<file path="src/rtl/z80_uart_pkg.sv">
// Register map, STATUS/CTRL bit positions and FSM encodings for the Z80 UART.
// Shared by the controller top and the bench.
package z80_uart_pkg;

    localparam logic [1:0] REG_DATA   = 2'd0;
    localparam logic [1:0] REG_STATUS = 2'd1;
    localparam logic [1:0] REG_CTRL   = 2'd2;
    localparam logic [1:0] REG_RXLVL  = 2'd3;

    localparam int ST_RX_NE   = 0;
    localparam int ST_RX_OVR  = 1;
    localparam int ST_TX_NF   = 2;
    localparam int ST_TX_IDLE = 3;
    localparam int ST_TX_OVF  = 4;

    localparam int CT_RX_IE  = 0;
    localparam int CT_TXE_IE = 1;
    localparam int CT_FLUSH  = 7;

    localparam logic [0:0] R_IDLE = 1'b0;
    localparam logic [0:0] R_CLR  = 1'b1;
    localparam logic [0:0] T_IDLE = 1'b0;
    localparam logic [0:0] T_BUSY = 1'b1;

    function automatic logic [7:0] pack_status(
        input logic rx_ne,
        input logic rx_ovr,
        input logic tx_nf,
        input logic tx_idle,
        input logic tx_ovf
    );
        logic [7:0] s;
        s             = 8'h00;
        s[ST_RX_NE]   = rx_ne;
        s[ST_RX_OVR]  = rx_ovr;
        s[ST_TX_NF]   = tx_nf;
        s[ST_TX_IDLE] = tx_idle;
        s[ST_TX_OVF]  = tx_ovf;
        return s;
    endfunction

endpackage

</file>
<file path="src/rtl/sync_fifo.sv">
// Single-clock show-ahead FIFO with synchronous flush; push/pop take effect next edge.
// Push while full is accepted only alongside a pop; pop while empty is ignored.
module sync_fifo #(
    parameter int WIDTH = 8,
    parameter int DEPTH = 16
) (
    input  logic                   clk,
    input  logic                   reset_n,
    input  logic                   flush,
    input  logic                   push,
    input  logic [WIDTH-1:0]       push_dat,
    input  logic                   pop,
    output logic [WIDTH-1:0]       head,
    output logic [$clog2(DEPTH):0] count,
    output logic                   full,
    output logic                   empty
);

    localparam int AW = $clog2(DEPTH);
    localparam int CW = AW + 1;

    logic [WIDTH-1:0] mem [DEPTH];
    logic [AW-1:0]    wr_ptr;
    logic [AW-1:0]    rd_ptr;
    logic             do_push;
    logic             do_pop;

    assign full    = (count == CW'(DEPTH));
    assign empty   = (count == '0);
    assign do_pop  = pop & ~empty;
    assign do_push = push & (~full | pop);
    assign head    = mem[rd_ptr];

    always_ff @(posedge clk) begin
        if (do_push && !flush) begin
            mem[wr_ptr] <= push_dat;
        end
    end

    // Flush wins over any push or pop in the same cycle.
    always_ff @(posedge clk or negedge reset_n) begin
        if (!reset_n) begin
            wr_ptr <= '0;
            rd_ptr <= '0;
            count  <= '0;
        end else if (flush) begin
            wr_ptr <= '0;
            rd_ptr <= '0;
            count  <= '0;
        end else begin
            if (do_push) begin
                wr_ptr <= wr_ptr + AW'(1);
            end
            if (do_pop) begin
                rd_ptr <= rd_ptr + AW'(1);
            end
            case ({do_push, do_pop})
                2'b10:   count <= count + CW'(1);
                2'b01:   count <= count - CW'(1);
                default: count <= count;
            endcase
        end
    end

endmodule

</file>
<file path="src/rtl/z80_uart_fifo.sv">
// Z80 I/O-mapped UART front end with RX/TX FIFOs and maskable interrupts; bus actions land 3 clk after strobe release.
// No backpressure on the Z80: TX writes to a full FIFO and RX bytes into a full FIFO are dropped and flagged sticky.
module z80_uart_fifo #(
    parameter logic [7:0] IOADDR_BASE  = 8'h00,
    parameter int         RX_DEPTH     = 16,
    parameter int         TX_DEPTH     = 16,
    parameter logic [7:0] IVECTOR      = 8'h6C,
    parameter int         RX_INT_LEVEL = 1
) (
    input  logic       clk,
    input  logic       reset_n,
    input  logic       iorq_n,
    input  logic       rd_n,
    input  logic       wr_n,
    input  logic       m1_n,
    input  logic [7:0] a,
    input  logic [7:0] d_in,
    output logic [7:0] d_out,
    output logic       d_oe,
    output logic       int_n,
    input  logic [7:0] rx_data,
    input  logic       rx_data_ready,
    output logic       rx_clear,
    output logic [7:0] tx_data,
    output logic       tx_send,
    input  logic       tx_ready
);

    import z80_uart_pkg::*;

    localparam int RCW = $clog2(RX_DEPTH) + 1;
    localparam int TCW = $clog2(TX_DEPTH) + 1;
    localparam logic [RCW-1:0] RX_LVL_C = RCW'(RX_INT_LEVEL);

    logic [1:0]     iorq_sq, rd_sq, wr_sq, m1_sq;
    logic           addr_hit, sel_s, rd_act, wr_act;
    logic           rd_act_q, wr_act_q, rd_fire, wr_fire;
    logic [1:0]     adr_q;
    logic [7:0]     dat_q;
    logic           rx_pop, sts_clr, tx_wr, ctrl_wr, flush;
    logic           rx_take, rx_push, rx_drop;
    logic           tx_pop, tx_push, tx_drop, tx_idle;
    logic [7:0]     rx_head, tx_head;
    logic [RCW-1:0] rx_count;
    logic [TCW-1:0] tx_count;
    logic           rx_full, rx_empty, tx_full, tx_empty;
    logic [0:0]     rx_st, tx_st;
    logic           rx_ie, txe_ie, rx_ovr, tx_ovf;
    logic [7:0]     status;
    logic [RCW+7:0] rx_lvl_w;

    always_ff @(posedge clk or negedge reset_n) begin
        if (!reset_n) begin
            iorq_sq <= 2'b11;
            rd_sq   <= 2'b11;
            wr_sq   <= 2'b11;
            m1_sq   <= 2'b11;
        end else begin
            iorq_sq <= {iorq_sq[0], iorq_n};
            rd_sq   <= {rd_sq[0], rd_n};
            wr_sq   <= {wr_sq[0], wr_n};
            m1_sq   <= {m1_sq[0], m1_n};
        end
    end

    // m1 must be high: interrupt acknowledge cycles never touch registers.
    assign addr_hit = (a[7:2] == IOADDR_BASE[7:2]);
    assign sel_s    = ~iorq_sq[1] & m1_sq[1] & addr_hit;
    assign rd_act   = sel_s & ~rd_sq[1];
    assign wr_act   = sel_s & ~wr_sq[1];

    always_ff @(posedge clk or negedge reset_n) begin
        if (!reset_n) begin
            rd_act_q <= 1'b0;
            wr_act_q <= 1'b0;
            adr_q    <= 2'b00;
            dat_q    <= 8'h00;
        end else begin
            rd_act_q <= rd_act;
            wr_act_q <= wr_act;
            if (rd_act || wr_act) begin
                adr_q <= a[1:0];
            end
            if (wr_act) begin
                dat_q <= d_in;
            end
        end
    end

    // Act on the trailing edge so the address/data captured last are used.
    assign rd_fire = rd_act_q & ~rd_act;
    assign wr_fire = wr_act_q & ~wr_act;
    assign rx_pop  = rd_fire & (adr_q == REG_DATA);
    assign sts_clr = rd_fire & (adr_q == REG_STATUS);
    assign tx_wr   = wr_fire & (adr_q == REG_DATA);
    assign ctrl_wr = wr_fire & (adr_q == REG_CTRL);
    assign flush   = ctrl_wr & dat_q[CT_FLUSH];

    assign rx_take = (rx_st == R_IDLE) & rx_data_ready;
    assign rx_push = rx_take & ~flush;
    assign rx_drop = rx_take & rx_full & ~rx_pop;
    assign tx_pop  = (tx_st == T_IDLE) & ~tx_empty & tx_ready;
    assign tx_push = tx_wr & ~flush;
    assign tx_drop = tx_wr & tx_full & ~tx_pop;
    assign tx_idle = (tx_count == '0) & (tx_st == T_IDLE);

    sync_fifo #(.WIDTH(8), .DEPTH(RX_DEPTH)) u_rx_fifo (
        .clk      (clk),
        .reset_n  (reset_n),
        .flush    (flush),
        .push     (rx_push),
        .push_dat (rx_data),
        .pop      (rx_pop),
        .head     (rx_head),
        .count    (rx_count),
        .full     (rx_full),
        .empty    (rx_empty)
    );

    sync_fifo #(.WIDTH(8), .DEPTH(TX_DEPTH)) u_tx_fifo (
        .clk      (clk),
        .reset_n  (reset_n),
        .flush    (flush),
        .push     (tx_push),
        .push_dat (dat_q),
        .pop      (tx_pop),
        .head     (tx_head),
        .count    (tx_count),
        .full     (tx_full),
        .empty    (tx_empty)
    );

    always_ff @(posedge clk or negedge reset_n) begin
        if (!reset_n) begin
            rx_st    <= R_IDLE;
            rx_clear <= 1'b0;
        end else begin
            case (rx_st)
                R_IDLE: if (rx_data_ready) begin
                    rx_clear <= 1'b1;
                    rx_st    <= R_CLR;
                end
                default: if (!rx_data_ready) begin
                    rx_clear <= 1'b0;
                    rx_st    <= R_IDLE;
                end
            endcase
        end
    end

    // A flush leaves an already-launched byte alone; the handshake finishes normally.
    always_ff @(posedge clk or negedge reset_n) begin
        if (!reset_n) begin
            tx_st   <= T_IDLE;
            tx_data <= 8'h00;
            tx_send <= 1'b0;
        end else begin
            case (tx_st)
                T_IDLE: if (tx_pop) begin
                    tx_data <= tx_head;
                    tx_send <= 1'b1;
                    tx_st   <= T_BUSY;
                end
                default: if (!tx_ready) begin
                    tx_send <= 1'b0;
                    tx_st   <= T_IDLE;
                end
            endcase
        end
    end

    always_ff @(posedge clk or negedge reset_n) begin
        if (!reset_n) begin
            rx_ie  <= 1'b1;
            txe_ie <= 1'b0;
            rx_ovr <= 1'b0;
            tx_ovf <= 1'b0;
            int_n  <= 1'b1;
        end else begin
            if (ctrl_wr) begin
                rx_ie  <= dat_q[CT_RX_IE];
                txe_ie <= dat_q[CT_TXE_IE];
            end
            if (flush)        rx_ovr <= 1'b0;
            else if (rx_drop) rx_ovr <= 1'b1;
            else if (sts_clr) rx_ovr <= 1'b0;
            if (flush)        tx_ovf <= 1'b0;
            else if (tx_drop) tx_ovf <= 1'b1;
            else if (sts_clr) tx_ovf <= 1'b0;
            int_n <= ~((rx_ie & (rx_count >= RX_LVL_C)) | (txe_ie & tx_idle));
        end
    end

    assign status   = pack_status(~rx_empty, rx_ovr, ~tx_full, tx_idle, tx_ovf);
    assign rx_lvl_w = {8'h00, rx_count};
    assign d_oe     = (~iorq_n & ~m1_n) | (~iorq_n & ~rd_n & addr_hit);

    always_comb begin
        d_out = 8'h00;
        if (!iorq_n && !m1_n) begin
            d_out = IVECTOR;
        end else if (!iorq_n && !rd_n && addr_hit) begin
            case (a[1:0])
                REG_DATA:   d_out = rx_empty ? 8'h00 : rx_head;
                REG_STATUS: d_out = status;
                REG_CTRL:   d_out = {6'b0, txe_ie, rx_ie};
                default:    d_out = rx_lvl_w[7:0];
            endcase
        end
    end

endmodule

</file>
<file path="config.mk">
export PLATFORM = sky130hd
export DESIGN_NAME = z80_uart_fifo
export DESIGN_NICKNAME = d
export VERILOG_FILES = /design/src/rtl/z80_uart_pkg.sv /design/src/rtl/sync_fifo.sv /design/src/rtl/z80_uart_fifo.sv
export SDC_FILE = /design/constraint.sdc
export NUM_CORES = 1
export LEC_CHECK = 0
export CAP_MARGIN = 20
export CORE_UTILIZATION = 40
export CTS_CLUSTER_DIAMETER = 200
export DETAILED_ROUTE_END_ITERATION = 12
export PLACE_DENSITY = 0.58
export SETUP_SLACK_MARGIN = 0.3
export SYNTH_ARGS = -nofsm -noshare
export SYNTH_HDL_FRONTEND = slang
export SYNTH_HIERARCHICAL = 1
export SYNTH_SLANG_ARGS = --single-unit
</file>
<file path="constraint.sdc">
create_clock -name clk -period 3 [get_ports clk]
set_input_delay 0.45 -clock clk [delete_from_list [all_inputs] [get_ports clk]]
set_output_delay 0.45 -clock clk [all_outputs]
set_load 0.01 [all_outputs]
</file>
==> metrics.md <==
| Metric | Value |
|---|---|
| Net switching power | 3.457 mW |
| Asr flop ratio synth | 0.1975 |
| Number of antenna diodes | 0 |
| Syn_nets | 820 |
| Die Wd | 184.2 um |
| Clk network pwr share | 0.330 |
| WS Path Type | reg -> out |
| CP max stage cell | mux4_2 |
| Tmin final | 3.187 ns |
| Via/cell ratio | 5.249 |
| Req. time, crit path | 2.55 ns |
| Critical path's top delay family | compound AO/OA/AOI/OAI gates |
| FF-to-FF End | u_rx_fifo/count[4] |
| Reg clk slew, reported paths | 0.06 ns |
| Hpwl dp | 19520 um |
| Max Cap Viol | 0 |
| Total negative slack | -0.9075 ns |
| CTS tree | built |
| Top_reg_cell synth | edfxtp_1 |
| Peak supply drop | 0.5367 mV |
| Startpoint Class | flip-flop |
| Final Setup Violations | 8 |
| Gate power share | 0.233 |
| CTS hold repair buffers | 0 |
| Core area | 32620 um^2 |
| Ordered cell list for the critical path | buf_12, buf_6, mux4_2, a22oi_2, nand2_1, nor4b_4, a311o_1, a41o_1, buf_2 |
| Post-Synthesis Cells | 769 |
| Register area share after synthesis | 0.6988 |
| Area Growth Syn to Fin | 28.42% |
| Slew Viols, Final | 0 |
| Critical path arrival | 2.74 ns |
| Syn_area_per_cell | 17.26 um^2 |
| EDFF count, synth | 256 |
| Final period util | 1.062 |
| Skew-Pair Late Insertion Delay | 0.52 ns |
| Syn Std Cell Area | 13280 um^2 |
| CTS Buf Count | 36 |
| Internal Power | 8.916 mW |
| # DRC | 0 |
| Actual slew at the worst max-slew pin | 0.8474 ns |
| Starting Density | 0.4070 |
| I/O Buffers | 51 |
| Failing checks | setup timing |
| Hold_ws | 0.04957 ns |
| Clk root buf | clkbuf_16 |
| Hold WC Path Type | in -> async |
| IO Count | 52 |
| GPL Wtd Cong | 0.7909 |
| Final-stage net count | 985 |
| Fmax | 313.8 MHz |
| Synth warnings | 6 |
| H-tree depth | 2 |
| FP Rows | 66 |
| Largest net degree at the start of global routing | 36 |
| Vias in the first global route | 7965 |
| Post-Layout Cell Count | 1403 |
| Rel. slew slack | 0.4350 |
| Netlist cell types | 58 |
| PD cells | 725.8 nW/um^2 |
| CTS Sinks | 319 |
| Worst Slack Setup Final | -0.1868 ns |
| Clk_skew | 0.01998 ns |
| Routed Antenna Nets | 0 |
| Total track usage | 0.1769 |
| RSZ-0062 raised after global routing | yes |
| Static Leak | 5.956 nW |
| Dpl cell area | 15560 um^2 |
| Vias | 7365 |
| Initial antenna violation count | 0 |
| First-pass GRT wire length | 45040 um |
| Crit path max fanout | 4 |
| Reg power frac | 0.437 |
| Grt total ovfl | 0 |
| Avg WL per Cell | 20.52 um |
| Crit-path max cell delay | 0.53 ns |
| Setup crit end kind | output pin |
| DRT iter0 DRCs | 470 |
| Drt first pass iters | 5 |
| Post-route cell area | 17050 um^2 |
| Worst R2R Path Depth | 13 |
| # placed instances | 1322 |
| Die H | 184.2 um |
| Flop2flop setup slack | 0.16 ns |
| Clock Path Buffers | 3 |
| Result of the run | finished with violations |
| Synth Register Bits | 319 |
| R2r startpoint | iorq_sq[1] |
| Layout cells sized above 1 | 0.3881 |
| Total die area | 33920 um^2 |
| Final Hold Viols | 0 |
| Crit path buf inv count | 3 |
| Final wirelength | 28790 um |
| Net Sw Frac | 0.2794 |
==> metrics by stage <==
stage / utilization / total power, mW / worst slack (ns)
2_1_floorplan: - / 7.248 / -0.4485
3_3_place_gp: 0.4772 / 8.134 / -0.5404
3_5_place_dp: 0.4772 / 8.235 / -0.6390
4_1_cts: 0.5179 / 12.42 / -0.2596
5_1_grt: 0.5226 / 12.94 / -0.3096
6_report: 0.5226 / 12.37 / -0.1868
==> synthesized netlist by cell type (10+ instances only) <==
master | instances | area (um^2)
edfxtp_1 | 256 | 7687
nor2_1 | 68 | 255.2
mux4_2 | 64 | 1441
dfrtp_1 | 53 | 1326
a22oi_1 | 34 | 255.2
nand2_1 | 32 | 120.1
mux2_2 | 21 | 236.5
inv_1 | 19 | 71.32
clkbuf_1 | 18 | 67.56
ha_1 | 17 | 212.7
a21oi_1 | 12 | 60.06
xor2_1 | 11 | 96.34
dfstp_2 | 10 | 262.8
==> area by class of cell <==
type	instances	area (um^2)
fill	2593	15570
sequential	319	9281
multi-input combinational	396	4352
timing repair buffer	162	1672
clock buffer	50	973.4
tap	442	553.0
clock inverter	15	140.1
inverter	19	76.32
==> worst max-delay path by stage <==
stage	slack, ns	endpoint	start	depth (start not counted)
5_1_grt	-0.31	d_out[3]	u_rx_fifo/rd_ptr[0]	9
3_5_place_dp	-0.64	u_tx_fifo/count[4]	a[4]	11
6_report	-0.19	d_out[3]	u_rx_fifo/rd_ptr[0]	9
4_1_cts	-0.26	d_out[3]	u_rx_fifo/rd_ptr[0]	9
2_1_floorplan	-0.45	u_tx_fifo/count[4]	a[4]	11
3_3_place_gp	-0.54	u_tx_fifo/count[4]	a[4]	11
==> state kept, by name, indices dropped and copies added (netlist names), 4 cells and up <==
| name | count |
|---|---|
| u_rx_fifo/count | 5 |
| u_rx_fifo/mem | 128 |
| u_tx_fifo/mem | 128 |
| tx_data | 8 |
| u_tx_fifo/wr_ptr | 4 |
| u_rx_fifo/wr_ptr | 4 |
| u_tx_fifo/count | 5 |
| u_rx_fifo/rd_ptr | 4 |
| u_tx_fifo/rd_ptr | 4 |
| dat_q | 8 |
==> layer usage <==
| metal | vias to the layer above | track usage | wire, um |
|---|---|---|---|
| met5 | - | 0 | 0 |
| met4 | 0 | 0.05800 | 731 |
| met3 | 50 | 0.02391 | 941 |
| met2 | 144 | 0.3111 | 15150 |
| met1 | 3806 | 0.2257 | 11970 |
| li1 | 3365 | - | - |
==> cell usage in the layout, fill, tap and decap left out, types with 5 or more instances in the layout <==
master	Yosys	routed
a21oi_1	12	9
a22oi_1	34	21
a22oi_2	0	13
and3_1	7	6
buf_12	0	27
buf_2	9	6
buf_4	2	76
buf_6	0	9
clkbuf_1	18	12
clkbuf_16	0	36
clkdlybuf4s50_1	0	37
dfrtp_1	53	49
dfstp_2	10	10
edfxtp_1	256	256
ha_1	17	14
inv_1	19	16
mux2_2	21	21
mux2i_1	7	7
mux4_2	64	64
nand2_1	32	24
nand2_2	1	5
nand2b_4	0	5
nand3_1	8	7
nor2_1	68	40
nor2_2	0	6
nor2_4	0	22
nor2b_1	9	8
o211ai_1	8	8
xnor2_1	5	5
xor2_1	11	11
==> power groups by stage <==
stage	Sequential [mW]	Combinational [mW]	Clock (mW)
after floorplan	5.38	1.87	0
after global placement	5.47	2.67	0
after detailed placement	5.49	2.74	0
after CTS	5.41	2.83	4.19
after global routing	5.44	3.12	4.38
final	5.40	2.89	4.09
==> worst register-to-register path, stage by stage (launching register included) <==
cell and delay, ns:
dfstp_2 0.51, nand2b_4 0.15, buf_6 0.11, nor4_4 0.04, nor2_4 0.14, nor2b_4 0.06, nand2b_4 0.13, or2_4 0.25
buf_6 0.12, fa_2 0.34, nand2b_4 0.15, a2111o_1 0.39, o22a_1 0.21, a31oi_1 0.13
==> cells by family after synthesis <==
logic type	count (synthesis)	synth area share
muxes	98	0.1368
buffers and inverters	54	0.01668
DFF	319	0.6988
xor gates and xnor gates	16	0.01056
AOI/OAI and AO/OA	87	0.05005
and+or+nand+nor	176	0.06814
adders and majority gates	19	0.01904
==> repair_timing <==
item / 4_1_cts / 5_1_grt
endpoints found under the hold margin: 0 / 0
buffers inserted: 8 / 8
pin swaps: 27 / 20
setup endpoints to repair: 217 / 133
gates resized for setup: 66 / 28
Note: power is estimated with default switching activity, not from simulation.
